### config.mk
export PLATFORM = sky130hd
export DESIGN_NAME = mode_ctrl
export DESIGN_NICKNAME = d
export VERILOG_FILES = /design/src/rtl/mode_pkg.sv /design/src/rtl/irq_pending.sv /design/src/rtl/mode_ctrl.sv
export SDC_FILE = /design/constraint.sdc
export NUM_CORES = 1
export LEC_CHECK = 0
export ABC_AREA = 1
export BUFFER_PORTS_ARGS = -buffer_cell sky130_fd_sc_hd__clkbuf_2
export CAP_MARGIN = 20
export CORE_MARGIN = 10
export CORE_UTILIZATION = 30
export CTS_CLUSTER_DIAMETER = 100
export DETAILED_ROUTE_END_ITERATION = 8
export PLACE_DENSITY = 0.61
export SKIP_LAST_GASP = 1
export SYNTH_ARGS = -nofsm -noshare
export SYNTH_HDL_FRONTEND = slang
export SYNTH_SLANG_ARGS = --single-unit
export TNS_END_PERCENT = 1
### constraint.sdc
create_clock -name clk -period 2.72 [get_ports clk]
set_input_delay 0 -clock clk [delete_from_list [all_inputs] [get_ports clk]]
set_output_delay 0 -clock clk [all_outputs]
set_load 0.1 [all_outputs]
### src/rtl/mode_pkg.sv
// mode_pkg: mode encodings, controller state enum and default vector layout
// shared by mode_ctrl and irq_pending.
package mode_pkg;
   localparam logic [1:0] MODE_BOOT = 2'b00;
   localparam logic [1:0] MODE_USER = 2'b01;
   localparam logic [1:0] MODE_ISR  = 2'b10;
   localparam int DEF_VEC_BASE   = 'h10;
   localparam int DEF_VEC_STRIDE = 4;
   typedef enum logic [1:0] {S_BOOT, S_USER, S_DRAIN, S_ISR} state_e;
   function automatic logic [1:0] mode_of(state_e s);
      return (s == S_ISR) ? MODE_ISR : (s == S_BOOT) ? MODE_BOOT : MODE_USER;
   endfunction
endpackage

### src/rtl/irq_pending.sv
// irq_pending: rising-edge capture of irq lines into a pending register plus
// lowest-index selection; MODE_CTRL_MASK_EN adds a writable eligibility mask.
module irq_pending
   import mode_pkg::*;
#(
   parameter int N_IRQ = 4,
   localparam int IW = (N_IRQ > 1) ? $clog2(N_IRQ) : 1
) (
   input  logic             clk,
   input  logic             rst,
   input  logic [N_IRQ-1:0] irq_i,
   input  logic             clr_all_i,
   input  logic [N_IRQ-1:0] clr_i,
`ifdef MODE_CTRL_MASK_EN
   input  logic             mask_we_i,
   input  logic [N_IRQ-1:0] mask_wdata_i,
`endif
   output logic             any_o,
   output logic [IW-1:0]    idx_o
);
   logic [N_IRQ-1:0] irq_q, pending_q, pending_d, mask, elig;
`ifdef MODE_CTRL_MASK_EN
   logic [N_IRQ-1:0] mask_q;
   always_ff @(posedge clk or posedge rst)
      if (rst) mask_q <= '1;
      else if (mask_we_i) mask_q <= mask_wdata_i;
   assign mask = mask_q;
`else
   assign mask = '1;
`endif
   // a new edge beats a simultaneous service clear of the same bit
   assign pending_d = clr_all_i ? '0 : (pending_q & ~clr_i) | (irq_i & ~irq_q);
   assign elig = pending_q & mask;
   assign any_o = |elig;
   always_ff @(posedge clk or posedge rst)
      if (rst) begin
         irq_q     <= '0;
         pending_q <= '0;
      end else begin
         irq_q     <= irq_i;
         pending_q <= pending_d;
      end
   always_comb begin
      idx_o = '0;
      for (int i = N_IRQ - 1; i >= 0; i--)
         if (elig[i]) idx_o = IW'(i);
   end
endmodule

### src/rtl/mode_ctrl.sv
// mode_ctrl: processor mode / interrupt-entry FSM driving Mode, fetch redirects,
// irq acks and the saved return PC. Optional mask via MODE_CTRL_MASK_EN.
module mode_ctrl
   import mode_pkg::*;
#(
   parameter int N_IRQ      = 4,
   parameter int PC_W       = 16,
   parameter int VEC_BASE   = DEF_VEC_BASE,
   parameter int VEC_STRIDE = DEF_VEC_STRIDE
) (
   input  logic             clk,
   input  logic             rst,
   input  logic             start,
   input  logic             halt,
   input  logic [N_IRQ-1:0] irq,
   input  logic             instr_done,
   input  logic [PC_W-1:0]  pc_next,
   input  logic             reti,
`ifdef MODE_CTRL_MASK_EN
   input  logic             mask_we,
   input  logic [N_IRQ-1:0] mask_wdata,
`endif
   output logic [1:0]       Mode,
   output logic             redirect,
   output logic [PC_W-1:0]  redirect_pc,
   output logic [N_IRQ-1:0] irq_ack,
   output logic [PC_W-1:0]  epc
);
   localparam int IW = (N_IRQ > 1) ? $clog2(N_IRQ) : 1;
   state_e state_q, state_d;
   logic [1:0] mode_q;
   logic redirect_q, redirect_d, any, entry;
   logic [PC_W-1:0] rpc_q, rpc_d, epc_q, epc_d;
   logic [N_IRQ-1:0] ack_q, ack_d, clr, onehot;
   logic [IW-1:0] idx;
   irq_pending #(.N_IRQ(N_IRQ)) u_pend (
      .clk          (clk),
      .rst          (rst),
      .irq_i        (irq),
      .clr_all_i    (halt || state_q == S_BOOT),
      .clr_i        (clr),
`ifdef MODE_CTRL_MASK_EN
      .mask_we_i    (mask_we),
      .mask_wdata_i (mask_wdata),
`endif
      .any_o        (any),
      .idx_o        (idx)
   );
   assign onehot = N_IRQ'(1) << idx;
   always_comb begin
      state_d    = state_q;
      redirect_d = 1'b0;
      rpc_d      = rpc_q;
      epc_d      = epc_q;
      ack_d      = '0;
      clr        = '0;
      entry      = 1'b0;
      if (halt) state_d = S_BOOT;
      else
         case (state_q)
            S_BOOT:  if (start) state_d = S_USER;
            S_USER:  if (any) begin
                        entry   = instr_done;
                        state_d = S_DRAIN;
                     end
            S_DRAIN: if (!any) state_d = S_USER;
                     else entry = instr_done;
            S_ISR:   if (reti) begin
                        entry = any;
                        if (!any) begin
                           state_d    = S_USER;
                           redirect_d = 1'b1;
                           rpc_d      = epc_q;
                        end
                     end
            default: state_d = S_BOOT;
         endcase
      // tail-chaining from ISR keeps the original return PC
      if (entry) begin
         state_d    = S_ISR;
         redirect_d = 1'b1;
         rpc_d      = PC_W'(VEC_BASE + VEC_STRIDE * int'(idx));
         ack_d      = onehot;
         clr        = onehot;
         epc_d      = (state_q == S_ISR) ? epc_q : pc_next;
      end
   end
   always_ff @(posedge clk or posedge rst)
      if (rst) begin
         state_q    <= S_BOOT;
         mode_q     <= MODE_BOOT;
         redirect_q <= 1'b0;
         rpc_q      <= '0;
         ack_q      <= '0;
         epc_q      <= '0;
      end else begin
         state_q    <= state_d;
         mode_q     <= mode_of(state_d);
         redirect_q <= redirect_d;
         rpc_q      <= rpc_d;
         ack_q      <= ack_d;
         epc_q      <= epc_d;
      end
   assign Mode        = mode_q;
   assign redirect    = redirect_q;
   assign redirect_pc = rpc_q;
   assign irq_ack     = ack_q;
   assign epc         = epc_q;
endmodule

# After elaboration in Yosys (flattened, before gate mapping)
# Index checks and enable logic that the tools add are counted.
# totals
regBits,49
in_bits,26
output_inout_bits,39
elab_cells,60
# classes
addsub,1
eq_ne,6
n_shift,1
muxes,29
bitwise,6
n_reduce_logical,9
# ops
operator,n
2-to-1 mux 16 bit,5
2-to-1 mux 2 bit,11
2-to-1 mux 1 bit,9
bitwise AND 4 bit,2
2-to-1 mux 4 bit,2
inverter 4 bit,2
one-hot mux 2 bit (4 select lines),1
"adder 5 x 4 -> 6 bit, first input constant",1
"== test 2 bit, second input constant",3
logical NOT 2 bit,2
"!= test 2 x 1 -> 1 bit, second input constant",2
bitwise OR 4 bit,1
AND reduction 4 bit,1
nonzero test 2 bit,2
OR reduction 4 bit,1
"<< shifter 1 x 2 -> 4 bit, first input constant",1
"== test 2 x 1 -> 1 bit, second input constant",1
one-hot mux 1 bit (2 select lines),1
AND reduction 2 bit,1
OR reduction 2 bit,1
logical OR 1 bit,1
inverter 1 bit,1

# Depth between registers and ports, before layout
# Gate-level depths: netlist of run 1.
# depth
ltp_word,10
depth_mapped,8
mapped_depth_nobuf,7

# Modules after synthesis
# Synthesis of run 1 repeated with hierarchy kept, for this count alone.
# unflattened
cells_unflattened,212
area_unflattened_um2,2104.5
# modules_own_cells
module,n_inst,cells_per_inst,area_each_um2,seq_area_each_um2
mode_ctrl,1,175,1788.0,1026.0
irq_pending,1,37,316.6,200.2

# Worst setup path after synthesis of run 1
# Ideal clock, no wire load.
# synth_timing
path_type,flip-flop to flip-flop
from,register u_pend.pending_q[0] (netlist: u_pend.elig[0])
to,register mode_q[0] (netlist: Mode[0])
setup_time_ns,0.126
t_arrival_ns,1.340
required_time_ns,2.594
setup_slack_ns,1.255
stages_incl_launch_ff,9
n_path_buf,1
period_less_slack_ns,1.465
path_cell_list,dfrtp_1 -> nor2_1 -> nand2_1 -> nand2_2 -> nor2_8 -> inv_2 -> buf_6 -> nand2_1 -> ha_1
# synth_between
elab_chain_len,9
elab_cells_between_ends,15
cone_classes,eq/ne: 1; mux: 12; reduce/logical: 2
# synth_lines
element,line_no,rtl
from (decl),irq_pending.sv:21,"logic [N_IRQ-1:0] irq_q, pending_q, pending_d, mask, elig;"
from (signal assigned),irq_pending.sv:41,pending_q <= pending_d;
OR reduction 4 bit *,irq_pending.sv:34,assign any_o = |elig;
2-to-1 mux 2 bit,"mode_ctrl.sv:66, mode_ctrl.sv:70",
2-to-1 mux 2 bit,mode_ctrl.sv:68,S_ISR: if (reti) begin
one-hot mux 2 bit (4 select lines),mode_ctrl.sv:60,case (state_q)
2-to-1 mux 2 bit,mode_ctrl.sv:58,if (halt) state_d = S_BOOT;
2-to-1 mux 2 bit *,mode_ctrl.sv:79,if (entry) begin
net state_d[0],mode_ctrl.sv:30,"state_e state_q, state_d;"
logical NOT 2 bit,mode_pkg.sv:11,return (s == S_ISR) ? MODE_ISR : (s == S_BOOT) ? MODE_BOOT : MODE_USER;
2-to-1 mux 1 bit,mode_pkg.sv:11,
2-to-1 mux 2 bit *,mode_pkg.sv:11,
to (signal assigned),mode_ctrl.sv:98,mode_q <= mode_of(state_d);
to (decl),mode_ctrl.sv:31,logic [1:0] mode_q;
# Mark *: on every way through the listed nets, which the timed path passes. The rest lies on a longest branch.
# A chain may end at the register's enable or synchronous reset.

# Worst setup path after layout of run 1
# layout_timing
from,register state_q[1]
to,register mode_q[0] (netlist: Mode[0])
# layout_between
elab_chain_len,8
elab_cells_between_ends,18
cone_classes,eq/ne: 4; mux: 11; reduce/logical: 3
# layout_lines
element,line_no,rtl
from (decl),mode_ctrl.sv:30,
from (signal assigned),mode_ctrl.sv:97,state_q <= state_d;
== test 2 bit or == test 2 x 1 -> 1 bit (tied branches),mode_ctrl.sv:60,
OR reduction 2 bit (no line),-,
one-hot mux 1 bit (2 select lines),mode_ctrl.sv:60,
2-to-1 mux 1 bit,mode_ctrl.sv:58,
2-to-1 mux 2 bit *,mode_ctrl.sv:79,
net state_d[0],mode_ctrl.sv:30,
logical NOT 2 bit,mode_pkg.sv:11,
2-to-1 mux 1 bit,mode_pkg.sv:11,
2-to-1 mux 2 bit *,mode_pkg.sv:11,
# Marks and branches as above.

==> results of run 1 <==
per-layer routing:
metal  vias up  GRT usage (%)
met1       803           12.9
met5         -              0
met2        49           17.5
met4         0           5.17
met3         8           3.34
li1        854              -
cell usage after synthesis, drive strengths merged:
cell    count
a21oi      10
buf         6
clkbuf      2
dfrtp      49
ha          1
inv        22
nand2      75
nand3      33
nand3b      1
nand4       1
nor2        9
nor3        2
o21ai       5
stage by stage:
| step | util [%] | hold WS [ns] |
|---|---|---|
| final | 41.7 | 0.0557 |
| after global routing | 41.7 | 0.104 |
| after CTS | 41.4 | 0.0637 |
| after detailed placement | 36.8 | 0.126 |
| after global placement | 36.8 | 0.124 |
| after floorplan | - | 0.0314 |
power groups by stage:
stage	Clock [µW]	Sequential (µW)	Combinational [µW]
floorplan	0	1820	139
global placement	0	958	1210
detailed placement	0	963	1220
CTS	421	948	1250
global route	450	970	1290
finish	408	946	1230
critical path: stages (launching register included):
cell     delay, ns
dfrtp_1       0.41
nand2_2       0.29
nand2_1       0.11
nand2_2       0.13
nor2_8        0.09
inv_2         0.29
nand2_1       0.13
ha_1          0.30
cells by family after synthesis:
kind of cell	after synthesis	share of synthesized area (%)
simple gates	121	27.1
buf+inv	30	7.20
fa+ha+maj	1	0.626
compound gates	15	3.76
flops	49	61.4
area by class of cell:
| type | instances | share of cell area [%] |
|---|---|---|
| Sequential cell | 49 | 45.7 |
| Timing Repair Buffer | 88 | 21.2 |
| Inverter | 22 | 3.08 |
| Tap cell | 77 | 3.59 |
| Multi-Input combinational cell | 137 | 23.4 |
| Clock buffer | 8 | 2.99 |
state kept, by name, indices dropped and copies added, names as in the netlist:
signal        flops
redirect_pc      16
epc              16
Mode              2
u_pend.elig       4
irq_ack           4
redirect          1
u_pend.irq_q      4
state_q           2
worst paths after layout:
path,slack [ns],startpoint,end
setup / recovery,0.85,state_q[1],Mode[0]
hold / removal,0.06,reti,state_q[1]
setup reg to reg,0.85,state_q[1],Mode[0]
hold reg to reg,0.50,epc[12],epc[12]
max in group asynchronous,2.07,rst,epc[12]
min in group asynchronous,0.17,rst,state_q[0]
what timing repair did:
item / 4_1_cts / 5_1_grt
hold buffers: 22 / 0
setup buffers: 0 / 0
hold endpoints to repair: 74 / 0
==> flow_summary.toml, run 1 <==
[status]
outcome = "finished clean"

[placed_design]
dpl_cell_area_um2 = 2360
post-place-ws_ns = 0.853
routabilityCongestion = 0.826
dp_cells = 350
dp_hpwl_um = 3930
port_buffers = 64

[clock_tree]
numCtsBuffers = 5
cts_max_level = 2
cts_tree = "yes"
cts_sinks = 49
cts_root_buf = "clkbuf_8"
cts-resized-gates = 0
cts_buffer_depth = 2
clk_latency_ns = 0.30
path_clk_slew_ns = 0.08

[global_routing]
grt_pass1_vias = 1862
grtUsageTotal_pct = 10.9
antenna_found_initial = 0
grt-ovfl-total = 0
grt_max_degree = 50
grt_pass1_wl_um = 8860

[layout]
register_area_um2 = 1230
final_cell_area_um2 = 2680
diodes = 0
nets = 330
stdcell_count = 381
drive_gt1_share_pct = 26.0
mostFrequentLayoutCell = "nand2_1"
area_growth_pct = 34.2
multi_input_area_um2 = 628
most-common-layout-cells = "nand2_1, clkbuf_2, dfrtp_1, nand3_1, dlygate4sd3_1"
n_fill_cell = 652

[die]
initial_core_util_pct = 31.1
ios = 65
die_y_um = 102
core_um2 = 6420
rows = 29
die_w_um = 102
dieArea_um2 = 10300

[setup_path]
cp-end-kind = "flip-flop"
path_class = "flip-flop to flip-flop"
critPathRequiredTime_ns = 2.92
worst_setup_path_start_kind = "flip-flop"
crit_arrival_ns = 2.07
critPathMaxFanout = 20
ff2ff_path_depth = 7

[timing]
period_share_pct = 68.8
relSlewSlack_pct = 62.3
setup_viol = 0
finalHoldViolations = 0
fmax_mhz = 534
finalWorstSetupSlack_ns = 0.848
worst_slew_pin_slew_ns = 0.568
min_period_ns = 1.87
drv_slew = 0
rsz0062_at_grt = "false"
final.setup.tns_ns = 0
finalClockSkew_ns = 0.00747

[routing]
remaining_drc_errors = 0
drt_wl_total_um = 5330
drtIter0Drc = 71
met1Wirelength_um = 2340
first_pass_iters = 4
ant_nets = 0
vias_per_cell = 4.50
wl_met2_um = 2550
wire_per_inst_um = 14.0
wl_met3_um = 326
top_layer = "met4"
vias = 1714

[pwr]
finalPower_uw = 2590
p_leak_uw = 0.00155
vdd_drop_max_mv = 0.632
power.density_nw_per_um2 = 965
combinationalPowerShare_pct = 47.7
netSwitchingFraction_pct = 53.4
p_sw_uw = 1380
clockPowerShare_pct = 15.8
pwr-share-seq_pct = 36.5
p_int_uw = 1210

[yosys]
ys_ff_latch = 49
yosysTopAreaCell = "dfrtp_1"
ys_top_cells_by_area = "dfrtp_1, nand2_1, nand3_1, inv_1, a21oi_1"
ys_seq_area_share_pct = 61.4
ys_warn_count = 0
synth_cell_types = 21
syn_area_um2 = 2000
yosys.area.top_type_share_pct = 61.4
syn_inst = 216
syn_area_per_cell_um2 = 9.25
syn_nets = 243

[job]
max_cap_viol_count = 0

[worst_hold_path]
hp-class = "primary input to flip-flop"
min_path_cells = 4
(Power assumes the default switching activity.)
==> inputs of run 2 (changes only) <==
==> constraint.sdc (replaced) <==
create_clock -name clk -period 1.8 [get_ports clk]
set_input_delay 0 -clock clk [delete_from_list [all_inputs] [get_ports clk]]
set_output_delay 0 -clock clk [all_outputs]
set_load 0.1 [all_outputs]
==> flow_summary.toml, run 2 (synthesized netlist as in run 1, its figures left out) <==
[die]
dieArea_um2 = 10300
ios = 65
initial_core_util_pct = 31.1
rows = 29
die_w_um = 102
die_y_um = 102
core_um2 = 6420

[layout]
drive_gt1_share_pct = 28.5
diodes = 0
most-common-layout-cells = "nand2_1, clkbuf_2, dfrtp_1, nand3_1, dlygate4sd3_1"
mostFrequentLayoutCell = "nand2_1"
postLayoutCoreUtil_pct = 42.5
nets = 338
area_growth_pct = 36.7

[timing]
setup_viol = 0
drv_slew = 0
worst_slew_pin_slew_ns = 0.635
timing.hold.ws_ns = 0.0883
finalClockSkew_ns = 0.00846
rsz0062_at_grt = "true"
min_period_ns = 1.62
final.setup.tns_ns = 0
finalHoldViolations = 0
fmax_mhz = 616
relSlewSlack_pct = 57.6
period_share_pct = 90.1

[clock_tree]
cts_root_buf = "clkbuf_8"
cts_buffer_depth = 2
cts-resized-gates = 0
numCtsBuffers = 5
cts_tree = "yes"
cts_max_level = 2
clk_latency_ns = 0.30
cts_sinks = 49
path_clk_slew_ns = 0.08

[routing]
drt_wl_total_um = 5410
drtIter0Drc = 64
wire_per_inst_um = 13.9
vias_per_cell = 4.39
remaining_drc_errors = 0
first_pass_iters = 4
ant_nets = 0
vias = 1706

[setup_path]
path_class = "flip-flop to flip-flop"
worst_setup_path_start_kind = "flip-flop"
cp-end-kind = "flip-flop"
crit_arrival_ns = 1.86
reg2reg_slack_ns = 0.18
critPathRequiredTime_ns = 2.04
critPathMaxFanout = 13

[pwr]
vdd_drop_max_mv = 1.23
power.density_nw_per_um2 = 1440
finalPower_uw = 3930
p_leak_uw = 0.00159

[global_routing]
grt-ovfl-total = 0
grt_max_degree = 31
grt_pass1_wl_um = 8920
grtUsageTotal_pct = 10.7
grt_pass1_vias = 1844
antenna_found_initial = 0

[placed_design]
dp_hpwl_um = 4040
port_buffers = 64
routabilityCongestion = 0.839

[status]
outcome = "finished clean"

[job]
max_cap_viol_count = 0

[worst_hold_path]
hp-class = "primary input to flip-flop"
## run 2: cell types whose count changed in the layout (fill, tap and decap cells not counted), sizes merged
cell and delta:
clkinv +2, buf +8, clkbuf -2
## run 2: per-layer routing
layer / part of all wire [%] / GRT usage, %
met4: 1.1 / 2.97
met3: 5.9 / 3.34
met2: 47 / 17.8
met1: 46 / 13.2
met5: 0 / 0
## run 2: layout make-up
type                            instances  area, µm²
Clock buffer                            6       72.6
Clock inverter                          2       10.0
Fill cell                             656       3690
Inverter                               22       82.6
Multi-Input combinational cell        137        628
Sequential cell                        49       1230
Tap cell                               77       96.3
Timing Repair Buffer                   96        616
## run 2: worst paths after layout
check,startpoint,to,cells past startpoint
worst max-delay path,state_q[1],redirect_pc[2],6
worst min-delay path,reti,state_q[1],4
worst max register to register,state_q[1],redirect_pc[2],6
worst min register to register,u_pend.irq_q[1],u_pend.elig[1],3
max in group asynchronous,rst,redirect_pc[3],4
min in group asynchronous,rst,epc[12],3
## run 2: worst max-delay path, stage by stage, from the launching register on
cell and delay (ns):
dfrtp_1 0.40, nand2_2 0.15, nor3_1 0.19, nand3_1 0.22, inv_1 0.38, nand2_1 0.11
nand3_1 0.10
## run 2: power breakdown
group / leakage, µW / switching, µW / internal, µW
registers: 0.000643 / 144 / 1290
clock network: 0.0000450 / 357 / 270
logic: 0.000897 / 1610 / 258
## run 2: per-stage QoR
step	setup slack, ns	area (µm²)	std cells
final	0.178	2730	389
after global routing	-0.0194	2730	389
after CTS	0.110	2700	385
after detailed placement	0.124	2400	355
after global placement	0.209	2400	355
after floorplan	0.335	2000	216
## run 2: repair_timing
item | in CTS | in global routing
setup endpoints to repair | 0 | 6
buffers inserted | 0 | 4
hold buffers | 22 | 0
endpoints found under the hold margin | 53 | 0
